`config.mk`:
```
export PLATFORM = sky130hd
export DESIGN_NAME = viterbi_frame_scheduler
export DESIGN_NICKNAME = d
export VERILOG_FILES = /design/src/rtl/viterbi_frame_scheduler.sv
export SDC_FILE = /design/constraint.sdc
export NUM_CORES = 1
export LEC_CHECK = 0
export CAP_MARGIN = 10
export CORE_MARGIN = 8
export CORE_UTILIZATION = 25
export CTS_CLUSTER_DIAMETER = 100
export CTS_CLUSTER_SIZE = 8
export DETAILED_ROUTE_END_ITERATION = 10
export PLACE_DENSITY = 0.53
export SLEW_MARGIN = 15
export SYNTH_ARGS = -nofsm -noshare
export SYNTH_HDL_FRONTEND = slang
export SYNTH_SLANG_ARGS = --single-unit
```
`constraint.sdc`:
```
create_clock -name clk -period 2.05 [get_ports clk]
set_input_delay 0.5125 -clock clk [delete_from_list [all_inputs] [get_ports clk]]
set_output_delay 0.5125 -clock clk [all_outputs]
set_load 0.03 [all_outputs]
```
`src/rtl/viterbi_frame_scheduler.sv`:
```
// Frame scheduler in front of a restartable Viterbi decoder: takes one 16-bit coded frame,
// restarts the decoder on it, waits for the decoder's done edge (bounded by TIMEOUT), and
// hands the decoded byte downstream over a valid/ready handshake.
module viterbi_frame_scheduler #(
  parameter int TIMEOUT = 64,
  parameter int CNT_W   = 13
) (
  input  logic             clk,
  input  logic             rst,
  input  logic             en,
  input  logic             s_valid,
  input  logic [15:0]      s_data,
  output logic             s_ready,
  output logic [15:0]      dec_data,
  output logic             dec_rst_n,
  output logic             dec_en,
  input  logic [7:0]       dec_out,
  input  logic             dec_done,
  output logic             m_valid,
  output logic [7:0]       m_data,
  input  logic             m_ready,
  output logic [CNT_W-1:0] frame_cnt,
  output logic             timeout_err
);

  localparam logic [2:0] IDLE = 3'd0;
  localparam logic [2:0] LOAD = 3'd1;
  localparam logic [2:0] KICK = 3'd2;
  localparam logic [2:0] WAIT = 3'd3;
  localparam logic [2:0] HOLD = 3'd4;

  // Last wait-counter value before the frame is abandoned.
  localparam logic [15:0] WAIT_LAST = 16'(TIMEOUT - 1);

  logic [2:0]       r_state;
  logic [15:0]      r_wait_cnt;
  logic             r_done_prev;
  logic [15:0]      r_dec_data;
  logic             r_m_valid;
  logic [7:0]       r_m_data;
  logic [CNT_W-1:0] r_frame_cnt;
  logic             r_timeout_err;

  logic w_accept;
  logic w_done_edge;
  logic w_terminal;
  logic w_handshake;
  logic w_busy;

  assign w_busy      = (r_state == LOAD) || (r_state == KICK) || (r_state == WAIT);
  assign s_ready     = (r_state == IDLE) && en && !rst;
  assign w_accept    = s_valid && s_ready;
  // Edge needs a registered 0 followed by a live 1; a level high on WAIT entry is stale.
  assign w_done_edge = (r_state == WAIT) && dec_done && !r_done_prev;
  assign w_terminal  = (r_state == WAIT) && (r_wait_cnt == WAIT_LAST);
  assign w_handshake = (r_state == HOLD) && r_m_valid && m_ready;

  assign dec_en      = en && !rst && w_busy;
  // Restart pulse only in an enabled LOAD cycle; held low for the whole of reset.
  assign dec_rst_n   = !rst && !(en && (r_state == LOAD));
  assign dec_data    = r_dec_data;
  assign m_valid     = r_m_valid;
  assign m_data      = r_m_data;
  assign frame_cnt   = r_frame_cnt;
  assign timeout_err = r_timeout_err;

  // Frame sequencing: IDLE -> LOAD -> KICK -> WAIT -> HOLD/IDLE, frozen while en is low.
  always_ff @(posedge clk) begin
    if (rst) begin
      r_state <= IDLE;
    end else if (en) begin
      case (r_state)
        IDLE: if (w_accept) r_state <= LOAD;
        LOAD: r_state <= KICK;
        KICK: r_state <= WAIT;
        WAIT: begin
          if (w_done_edge) begin
            r_state <= HOLD;
          end else if (w_terminal) begin
            r_state <= IDLE;
          end
        end
        HOLD: if (w_handshake) r_state <= IDLE;
        default: r_state <= IDLE;
      endcase
    end
  end

  // Wait counter and dec_done history; both restart with every decoder restart.
  always_ff @(posedge clk) begin
    if (rst) begin
      r_wait_cnt  <= '0;
      r_done_prev <= 1'b0;
    end else if (en) begin
      if (r_state == LOAD) begin
        r_wait_cnt  <= '0;
        r_done_prev <= 1'b0;
      end else if (r_state == KICK) begin
        r_done_prev <= dec_done;
      end else if (r_state == WAIT) begin
        r_wait_cnt  <= r_wait_cnt + 16'd1;
        r_done_prev <= dec_done;
      end
    end
  end

  // Frame capture, decoded-byte register, completion counter and sticky timeout flag.
  always_ff @(posedge clk) begin
    if (rst) begin
      r_dec_data    <= '0;
      r_m_valid     <= 1'b0;
      r_m_data      <= '0;
      r_frame_cnt   <= '0;
      r_timeout_err <= 1'b0;
    end else if (en) begin
      if (w_accept) begin
        r_dec_data <= s_data;
      end
      // A done edge on the terminal count still wins over the timeout.
      if (w_done_edge) begin
        r_m_data  <= dec_out;
        r_m_valid <= 1'b1;
      end else if (w_terminal) begin
        r_timeout_err <= 1'b1;
      end
      if (w_handshake) begin
        r_m_valid   <= 1'b0;
        r_frame_cnt <= r_frame_cnt + CNT_W'(1);
      end
    end
  end

endmodule

```
* Word-level counts from Yosys, hierarchy flattened *
Cells that the tools add are included.

storage, ports and cells
  output and inout bits = 42
  logic and storage cells = 62
  input port bits = 30
  register bits = 59

cells by class
  add/subtract/negate cells = 2
  reductions and logical operators = 29
  eq/ne operators = 9
  bitwise operators = 1
  multiplexer cells = 13

operator list
  operator               count
  $mux 16                3
  $add 16x1->16 const B  1
  $eq 16x6->1 const B    1
  $pmux 3 s5             1
  $add 13x1->13 const B  1
  $logic_and 1x1->1      12
  $mux 3                 4
  $reduce_and 2->1       5
  $eq 3x2->1 const B     2
  $ne 2x2->1 const B     3
  $reduce_and 3->1       2
  $mux 1                 5
  $reduce_and 4->1       1
  $reduce_bool 2->1      2
  $eq 3x1->1 const B     1
  $eq 3x3->1 const B     1
  $logic_not 1->1        3
  $logic_not 3->1        1
  $ne 3x3->1 const B     1
  $reduce_bool 3->1      1
  $logic_or 1x1->1       2
  $not 1->1              1

* Longest topological paths before layout *
  word-level depth = 6
  depth in mapped cells = 7
  gate-level depth less buffers = 5

* Worst setup path before layout *
No wires, ideal clock.

  path type = input to output
  start point = input port rst
  end point = output port dec_en
  path buffers = 2
  cell stages on the path = 3
  required time = 1537 ps
  path slack = -32 ps
  arrival time = 1570 ps
  cell sequence = clkbuf_1 -> clkbuf_1 -> nor3_1

on the way
  cells in the longest elaborated chain, start to end = 3

RTL lines
  element                         RTL line  source
  start: declaration              9         input logic rst,
  $logic_not 1->1                 58        assign dec_en = en && !rst && w_busy;
  $logic_and 1x1->1 (2 in a row)  58
  end: declaration                16        output logic dec_en,

Every way passes these cells.

* Worst setup path after layout *
  start point = input port rst
  end point = output port dec_rst_n

on the way
  cells in the longest elaborated chain, start to end = 2

RTL lines
  element            RTL line  source
  $logic_not 1->1    60        assign dec_rst_n = !rst && !(en && (r_state == LOAD));
  $logic_and 1x1->1  60
  end: declaration   15        output logic dec_rst_n,

Every way passes these cells.

==> run metrics <==
die height between 100 and 150 µm; Via Count 2,434; initial cell density of the core 25.6%; number of global-route vias before repair 2,419; Worst Hold Class reg -> reg; Placer Congestion 0.734; design area between 3000 and 4000 µm²; DRC viols 0; core area a little over 10,000 µm²; layout cells sized above 1 12.7%; Final Setup Violations 0; TritonCTS clock tree done; Crit Path Class in -> out; clock-pin slew on the worst setup and hold paths 70 ps; # hold bufs at CTS 0; Hold Startpoint dec_data[10]$_SDFFE_PP0P_; Final Max Tran Viols 0; First-pass DRT Iterations 4; final WL 6.94 mm; Crit Reg-Reg Startpoint r_wait_cnt[0]$_SDFFE_PP0P_; VDD IR max 0.000260 V; Mapped Area 2630 µm²; YS warnings 0; register area share after synthesis approximately 45%; Worst EP arrival 1530 ps; Final Cycle Share 99.6%; Syn Nets 333; I/O pins 72; grt ovf 0; I/O Buffers 71; P&R area growth vs syn 45.6%; Worst-Margin Slew ~490 ps; Crit-path slowest cell clkdlybuf4s50_1; NumNets Final 423; antenna viol nets, final 0; wire per inst about 13 µm; largest net degree at the start of global routing 33; cell breakdown of the critical path clkdlybuf4s50_1, buf_4, a21o_1, inv_2, buf_12; Final Hold Fails 0; P per Cell Area just over 700 nW/µm²; Max-cap violations 0; CP startpoint kind input pin; crit-path max FO 7; worst clock skew 10.6 ps; root buf cell clkbuf_8; clock tree buffer depth 2; Final Power 2770 µW; antenna cells 0; Final Critical Period slightly above 2000 ps; r2r setup slk 340 ps; Cell Rows 37; Seq cells post-synth 59; Placed Instances 515; Syn Area/Cell around 8.7 µm²; CP peak stage delay 440 ps; Hold WS 476 ps; initial antenna violation count 0; crit path from rst; htree depth 3; GRT Util Overall approximately a tenth; Die W 119 µm; unrepaired setup endpoints after global routing yes; count of cell types in the netlist 46; Non-Filler Instances 530; DRT iter0 DRCs 74; Multi-input gate area 1340 µm²; FF/Latch Area 1180 µm²; WP data required 1540 ps; Slew HR around 67%; die area around 14,000 µm²; Lkg Pwr 0.00139 µW; Num CTS Buffers 9; Post-DP HPWL 5.00 mm; DP Area 3620 µm²; f_max 490 MHz; Syn Inst Count 301; Clock Latency Late Sink 330 ps; post-DR vias/cell about 4.6; status completed; Fillers 1,086; clk sink count 59; CP endpoint kind primary output; setup tns final 0 ps; global-route wire length before repair 11.6 mm
-- cell type report --
cell class / instances / share of cell area, %
Clock buffer: 12 / 4.31
Clock inverter: 2 / 0.915
Inverter: 6 / 0.588
Multi-Input combinational cell: 219 / 34.9
Sequential cell: 59 / 30.9
Tap cell: 136 / 4.44
Timing Repair Buffer: 96 / 23.9
-- repair_timing --
item | 4_1_cts | 5_1_grt
pin swaps | 0 | 0
setup endpoints to repair | 3 | 4
gates resized for setup | 2 | 3
buffers inserted | 1 | 0
-- stage by stage --
step	setup slack, ps	utilization (%)
floorplan	144	-
global placement	-211	35.2
detailed placement	-272	35.2
CTS	-9.03	37.2
global route	-28.0	37.3
finish	9.08	37.3
-- placed cells by master, fill, tap and decap left out, drive strengths merged, types with 18 or more instances in the layout --
| master | synthesis | layout |
|---|---|---|
| nand2 | 32 | 32 |
| o21ai | 21 | 21 |
| nand2b | 18 | 18 |
| dfxtp | 59 | 59 |
| clkdlybuf4s50 | 0 | 66 |
| nor2 | 31 | 31 |
| buf | 9 | 28 |
-- flip-flops by register name (all words and copies together), names as in the netlist --
signal / cells
dec_data: 16
r_wait_cnt: 16
frame_cnt: 13
m_data: 8
r_state: 3
m_valid: 1
r_done_prev: 1
timeout_err: 1
-- cell families (layout without fill, tap and decap cells) --
logic type | after synthesis | after routing | share of synthesized area [%]
and+or+nand+nor | 146 | 146 | 30.7
DFF | 59 | 59 | 44.9
AOI/OAI and AO/OA | 47 | 47 | 10.6
buffers and inverters | 23 | 116 | 4.47
xor gates and xnor gates | 15 | 15 | 5.00
muxes | 9 | 9 | 3.43
adders and majority gates | 2 | 2 | 0.951
-- path summary, 6_finish.rpt --
path | to | cells after the start
setup / recovery | dec_rst_n | 5
hold reg to reg | dec_data[10]$_SDFFE_PP0P_ | 2
setup reg to reg | r_wait_cnt[14]$_SDFFE_PP0P_ | 6
hold / removal | dec_data[10]$_SDFFE_PP0P_ | 2
-- report_power, final --
part           total (µW)  switching, µW  internal [µW]
clock network        1090            447            646
logic                 453            231            221
registers            1230           38.2           1190
total                2770            716           2060
-- synth_stat cells (all sizes together) --
| cell | number | share of area [%] |
|---|---|---|
| nand2b | 18 | 4.3 |
| a41oi | 1 | 0.33 |
| or3 | 3 | 0.71 |
| or2 | 1 | 0.24 |
| xnor2 | 3 | 1.0 |
| nor2b | 4 | 0.95 |
| a211o | 1 | 0.33 |
| and2 | 3 | 0.71 |
| nor4bb | 1 | 0.38 |
| o31ai | 4 | 1.1 |
| nor3b | 2 | 0.57 |
| a311o | 1 | 0.38 |
| ha | 2 | 0.95 |
| nand2 | 32 | 4.6 |
| nor2 | 31 | 4.4 |
| or4 | 8 | 2.3 |
| and3 | 2 | 0.48 |
| clkbuf | 8 | 1.1 |
| nor3 | 3 | 0.57 |
| o211ai | 2 | 0.57 |
| o311ai | 1 | 0.33 |
| a21o | 1 | 0.29 |
| nand3 | 12 | 2.7 |
| o21ai | 21 | 4.0 |
| nand3b | 3 | 1.3 |
| dfxtp | 59 | 45 |
| buf | 9 | 2.5 |
| a211oi | 1 | 0.29 |
| and4bb | 2 | 0.95 |
| a2111oi | 1 | 0.33 |
| xor2 | 12 | 4.0 |
| a22oi | 1 | 0.29 |
| and3b | 1 | 0.33 |
| and4 | 5 | 1.7 |
| nand4 | 12 | 2.9 |
| nor4 | 3 | 0.71 |
| mux2i | 9 | 3.4 |
| a21oi | 12 | 2.3 |
| inv | 6 | 0.86 |
-- worst max-delay path, delay by kind of cell --
| family | cells | cell delay, ps |
|---|---|---|
| buf+inv | 4 | 810 |
| compound gates | 1 | 190 |
-- metal layers --
layer	up-vias	track usage (%)	wire, µm
met2	54	15.5	3040
met1	1131	11.9	3420
met5	-	0	0
met3	9	3.52	399
li1	1240	-	-
met4	0	4.27	79
(Power assumes the default switching activity.)
==> variant 1 (same flow settings) <==
The parameter `CNT_W` goes from 13 to 9.
--- a/src/rtl/viterbi_frame_scheduler.sv
+++ b/src/rtl/viterbi_frame_scheduler.sv
@@ -5,3 +5,3 @@
   parameter int TIMEOUT = 64,
-  parameter int CNT_W   = 13
+  parameter int CNT_W   = 9
 ) (
Ports: changed (resized frame_cnt); port bits go from 72 to 68. No check against the original RTL was run, so the function may have changed too.
==> variant 1 against the unedited design <==
  * Critical path depth stayed put
  * Cell area is 11% lower
  * Maximum frequency is 3.0% higher
  * Sequential cell count is 4 lower
  * Wire length is 8.8% lower
  * Area after synthesis is 11% lower
  * Worst setup slack better by 0.060 ns
  * Non-clock buffer count is 2 higher
  * Total power is 30% lower
  * Combinational power is 46% lower
  * Clock power is 45% lower
  * Synthesized cell count is 8.0% lower
  * Largest cell class unchanged
==> variant 1: results (changes against the unedited design) <==
Final layout
  – Multi-input gate area in the final layout: 0.00116 mm² (was 0.00134 mm²)
  – Clk_buf instances: 6 (was 12)
  – Flip-flop and latch count: 55 (was 59)
  – Layout buffer count excluding clock buffers: 98 (was 96)
  – Fraction of final layout cells sized beyond drive strength 1: 13.4% (was 12.7%)
  – Layout filler cell count: 928 (was 1086)
  – Inverters, non-clock: 7 (was 6)
  – Multi-input combinational cell count: 200 (was 219)
  – Number of nets in the final layout: 399 (was 423)
  – Multi-input logic portion of the cell area: 33.9% (was 34.9%)
  – Clock Network Area Fraction: 2.56% (was 5.23%)

Timing
  – Top achievable clock speed: 505 MHz (was 490 MHz)
  – Final-layout worst hold slack: 0.461 ns (was 0.476 ns)
  – Max-slew headroom at the worst pin: 67.9% (was 66.9%)

Route
  – Violation count after the first detailed-routing iteration: 85 (was 74)
  – Total length of routed wires: 6330 µm (was 6940 µm)
  – Routed via count divided by cell count: 4.56 (was 4.59)
  – Met2 wirelength from detailed routing: 3010 µm (was 3040 µm)
  – Routed wl met3: 362 µm (was 399 µm)

Power
  – Portion of total power attributed to the clock network: 31.0% (was 39.4%)
  – Total power: 1.94 mW (was 2.77 mW)
  – Worst IR drop on VDD: 0.277 mV (was 0.260 mV)
  – Power share of the sequential group: 56.4% (was 44.3%)
  – Switching Share: 24.2% (was 25.8%)

Logic synthesis
  – Portion of the post-synthesis area used by sequential elements: 47.1% (was 44.9%)
  – Distinct cell type count of the synthesized netlist: 39 (was 46)
  – Mapped Nets: 309 (was 333)
  – Synth area leaders: dfxtp_1 (47%), a21oi_1 (6.6%), nand2_1 (6.6%), nor2_1 (4.5%), xnor2_1 (3.7%) (was dfxtp_1 (45%), nand2_1 (4.6%), nor2_1 (4.4%), nand2b_1 (4.3%), o21ai_0 (4.0%))
  – Instance count of the mapped netlist: 277 (was 301)

Placed design
  – Post-placement setup slack: -0.293 ns (was -0.272 ns)
  – Instance count after placement with tap cells included: 467 (was 515)
  – Final weighted congestion in routability-driven placement: 0.765 (was 0.734)

CTS
  – Clock-pin transition on the worst setup and hold timing paths: 0.09 ns (was 0.07 ns)
  – Clock Latency Late Sink: 0.30 ns (was 0.33 ns)
  – H-tree lvl count: 2 (was 3)

Run status
  – Result of the run: finished clean (unchanged)

Worst setup path
  – Setup slack of the most critical reg-to-reg path: 0.18 ns (was 0.34 ns)
  – Maximum fanout along the worst path: 10 (was 7)
## variant 1: path summary, 6_finish.rpt
kind                  start      endpoint  cells past startpoint
max                     rst     dec_rst_n                      5
min            dec_data[10]  dec_data[10]                      2
max reg2reg  r_wait_cnt[12]    r_state[1]                      4
min reg2reg    dec_data[10]  dec_data[10]                      2
## variant 1: layer usage
layer	GRT usage [%]	vias up
li1	-	1141
met1	11.7	998
met2	17.2	36
met3	3.60	5
met4	3.24	0
met5	0	-
## variant 1: repair_timing
item,in CTS,in global routing
setup endpoints to repair,3,2
gates resized for setup,5,1
pin swaps,1,0
cloned,0,0
hold buffers,0,0
buffers inserted,0,4
## variant 1: cell families after synthesis
family,share of synthesized area [%]
AND/OR/NAND/NOR,27.4
flip-flops,47.1
AO/OA/AOI/OAI,11.8
buffers and inverters,3.91
XOR/XNOR,5.25
multiplexers,3.43
adder cells (fa/ha/maj),1.07
==> variant 2 (same settings) <==
Without the edit above. Put one more register stage on the output `frame_cnt`, cleared by the reset. The value now appears one clock later. The other outputs are not delayed to match.
--- a/src/rtl/viterbi_frame_scheduler.sv
+++ b/src/rtl/viterbi_frame_scheduler.sv
@@ -63,3 +63,9 @@
   assign m_data      = r_m_data;
-  assign frame_cnt   = r_frame_cnt;
+  always_ff @(posedge clk) begin
+    if (rst) begin
+      frame_cnt <= '0;
+    end else begin
+      frame_cnt <= r_frame_cnt;
+    end
+  end
   assign timeout_err = r_timeout_err;
Behaviour: not the same (Yosys sat finds a counterexample within 10 cycles, from zero or initial values and one cycle with rst high).
==> variant 2 against the unedited design <==
  * Sequential power rose by 17%
  * Sequential cell count rose by 13
  * Wire length rose by 7.5%
  * Via count rose by 1.6%
  * Area after synthesis rose by 11%
  * Total power rose by 17%
  * Cell area rose by 10%
  * Clock power rose by 43%
  * Worst setup slack improved by 0.074 ns
  * Critical path depth rose by 1
  * Sequential share of layout area rose by 3.3 points
  * Non-clock buffer count did not move
  * Synthesized cell count rose by 8.0%
  * Highest routed layer unchanged
==> variant 2: results (changes against the unedited design) <==
Placed design
  – Final weighted congestion in routability-driven placement: 0.746 (was 0.734)
  – Final HPWL from detailed placement: 5450 µm (was 5000 µm)
  – Instance count after placement with tap cells included: 545 (was 515)

Power
  – Static Leak: 1.59 nW (was 1.39 nW)
  – Switch Pwr: 731 µW (was 716 µW)

Run status
  – Result of the run: finished clean (unchanged)

CTS
  – Buffer cell driving the clock tree root: clkbuf_16 (was clkbuf_8)
  – Post-CTS Repair Setup Buffers: 0 (was 1)

Global routing
  – Wire length of the first global-routing pass: 11700 µm (was 11600 µm)
  – Pin count of the biggest net entering global routing: 50 (was 33)
  – All-Layer GR Usage: 9.88% (about the same)
  – Vias in the first global route: 2405 (was 2419)

Worst hold path
  – Hold Crit Class: input port to flop (was flop to flop)
  – Worst Min Path Start: rst (was dec_data[10])
  – Hold Path End: r_wait_cnt[1] (was dec_data[10])

Logic synthesis
  – Avg Synthesized Cell Area: 8.95 µm² (was 8.74 µm²)
  – Distinct cell type count of the synthesized netlist: 37 (was 46)
  – Most numerous cell types in the synthesized netlist: dfxtp_1 (72), nand2_1 (48), nor2_1 (31), nand3b_1 (17), a21oi_1 (16) (was dfxtp_1 (59), nand2_1 (32), nor2_1 (31), o21ai_0 (21), nand2b_1 (18))
  – Portion of the post-synthesis area used by sequential elements: 49.5% (was 44.9%)
  – Mapped Nets: 357 (was 333)

Worst setup path
  – Setup slack of the most critical reg-to-reg path: 0.29 ns (was 0.34 ns)
  – Maximum single-stage delay on the critical path: 0.29 ns (was 0.44 ns)
  – Maximum fanout along the worst path: 4 (was 7)
  – Arrival time at the worst endpoint: 1.45 ns (was 1.53 ns)

Route
  – Final routed wire length divided by cell count: 13.3 µm (was 13.1 µm)
  – Total length of routed wires: 7460 µm (was 6940 µm)
  – Routed via count divided by cell count: 4.41 (was 4.59)

Final layout
  – Fraction of final layout cells sized beyond drive strength 1: 13.2% (was 12.7%)
  – Number of nets in the final layout: 445 (was 423)

Timing
  – Slew at the pin with the worst max-slew slack: 0.481 ns (was 0.492 ns)
  – Worst clock skew: 0.00451 ns (was 0.0106 ns)
-- variant 2: cell count changes after synthesis, sizes merged, moves of 5 or more --
cell    change
dfxtp      +13
nand3b     +15
nand2b     -16
o21ai      -13
clkbuf      +6
nor2b      +11
nand4       -5
nand2      +16
-- variant 2: worst max-delay path by stage --
stage               startpoint              to  slack [ns]  cells after the start
finish                      en       dec_rst_n        0.08                      6
global route                en       dec_rst_n        0.02                      6
CTS                    m_valid         m_valid        0.06                      1
detailed placement          en  r_wait_cnt[15]       -0.24                      5
global placement            en  r_wait_cnt[15]       -0.23                      5
floorplan                  rst         s_ready        0.04                      3
-- variant 2: layout make-up --
class	count	area, µm²
multi-input combinational	231	1390
clock buffer	11	243
clock inverter	5	56.3
fill	1162	7150
sequential	72	1440
tap	143	179
timing repair buffer	96	901
inverter	3	11.3
-- variant 2: layer usage --
layer  GRT usage [%]  vias to the layer above  share of wire (%)  routed length, µm
met3            2.36                       13                4.1                304
met2            16.2                       34                 49               3660
li1                -                     1289                  -                  -
met5               0                        -                  0                  0
met4            6.32                        0                2.3                174
met1            11.4                     1138                 45               3320
-- variant 2: stage by stage --
stage	hold slack, ns	setup slack (ns)	instance area, µm²	setup TNS [ns]
3_3_place_gp	0.460	-0.228	3920	-2.00
3_5_place_dp	0.464	-0.242	3920	-2.47
6_report	0.438	0.0827	4220	0
2_1_floorplan	0.447	0.0366	2920	0
5_1_grt	0.446	0.0244	4220	0
4_1_cts	0.431	0.0575	4220	0
-- variant 2: worst reg2reg max path: cells and delay by family (launching register included) --
kind                     cells  cell delay [ns]
AND/OR/NAND/NOR              3             0.95
flip-flops                   1             0.39
adder cells (fa/ha/maj)      1             0.21
AO/OA/AOI/OAI                1             0.15
-- variant 2: power by group through the flow --
stage	Sequential, mW	Combinational (mW)	Clock, mW
5_1_grt	1.44	0.263	1.67
2_1_floorplan	1.50	0.0818	0
4_1_cts	1.43	0.251	1.62
6_report	1.44	0.247	1.56
3_3_place_gp	1.46	0.249	0
3_5_place_dp	1.47	0.250	0
-- variant 2: cells by family after synthesis --
| group | synth area share [%] |
|---|---|
| DFF | 49.5 |
| buffers and inverters | 3.31 |
| adders and majority gates | 0.860 |
| muxes | 4.30 |
| xor gates and xnor gates | 4.52 |
| AOI/OAI and AO/OA | 5.68 |
| and+or+nand+nor | 31.8 |
-- variant 2: what timing repair did --
| item | in CTS | in global routing |
|---|---|---|
| setup endpoints to repair | 3 | 0 |
| endpoints found under the hold margin | 0 | 0 |
| resized for setup | 3 | 0 |
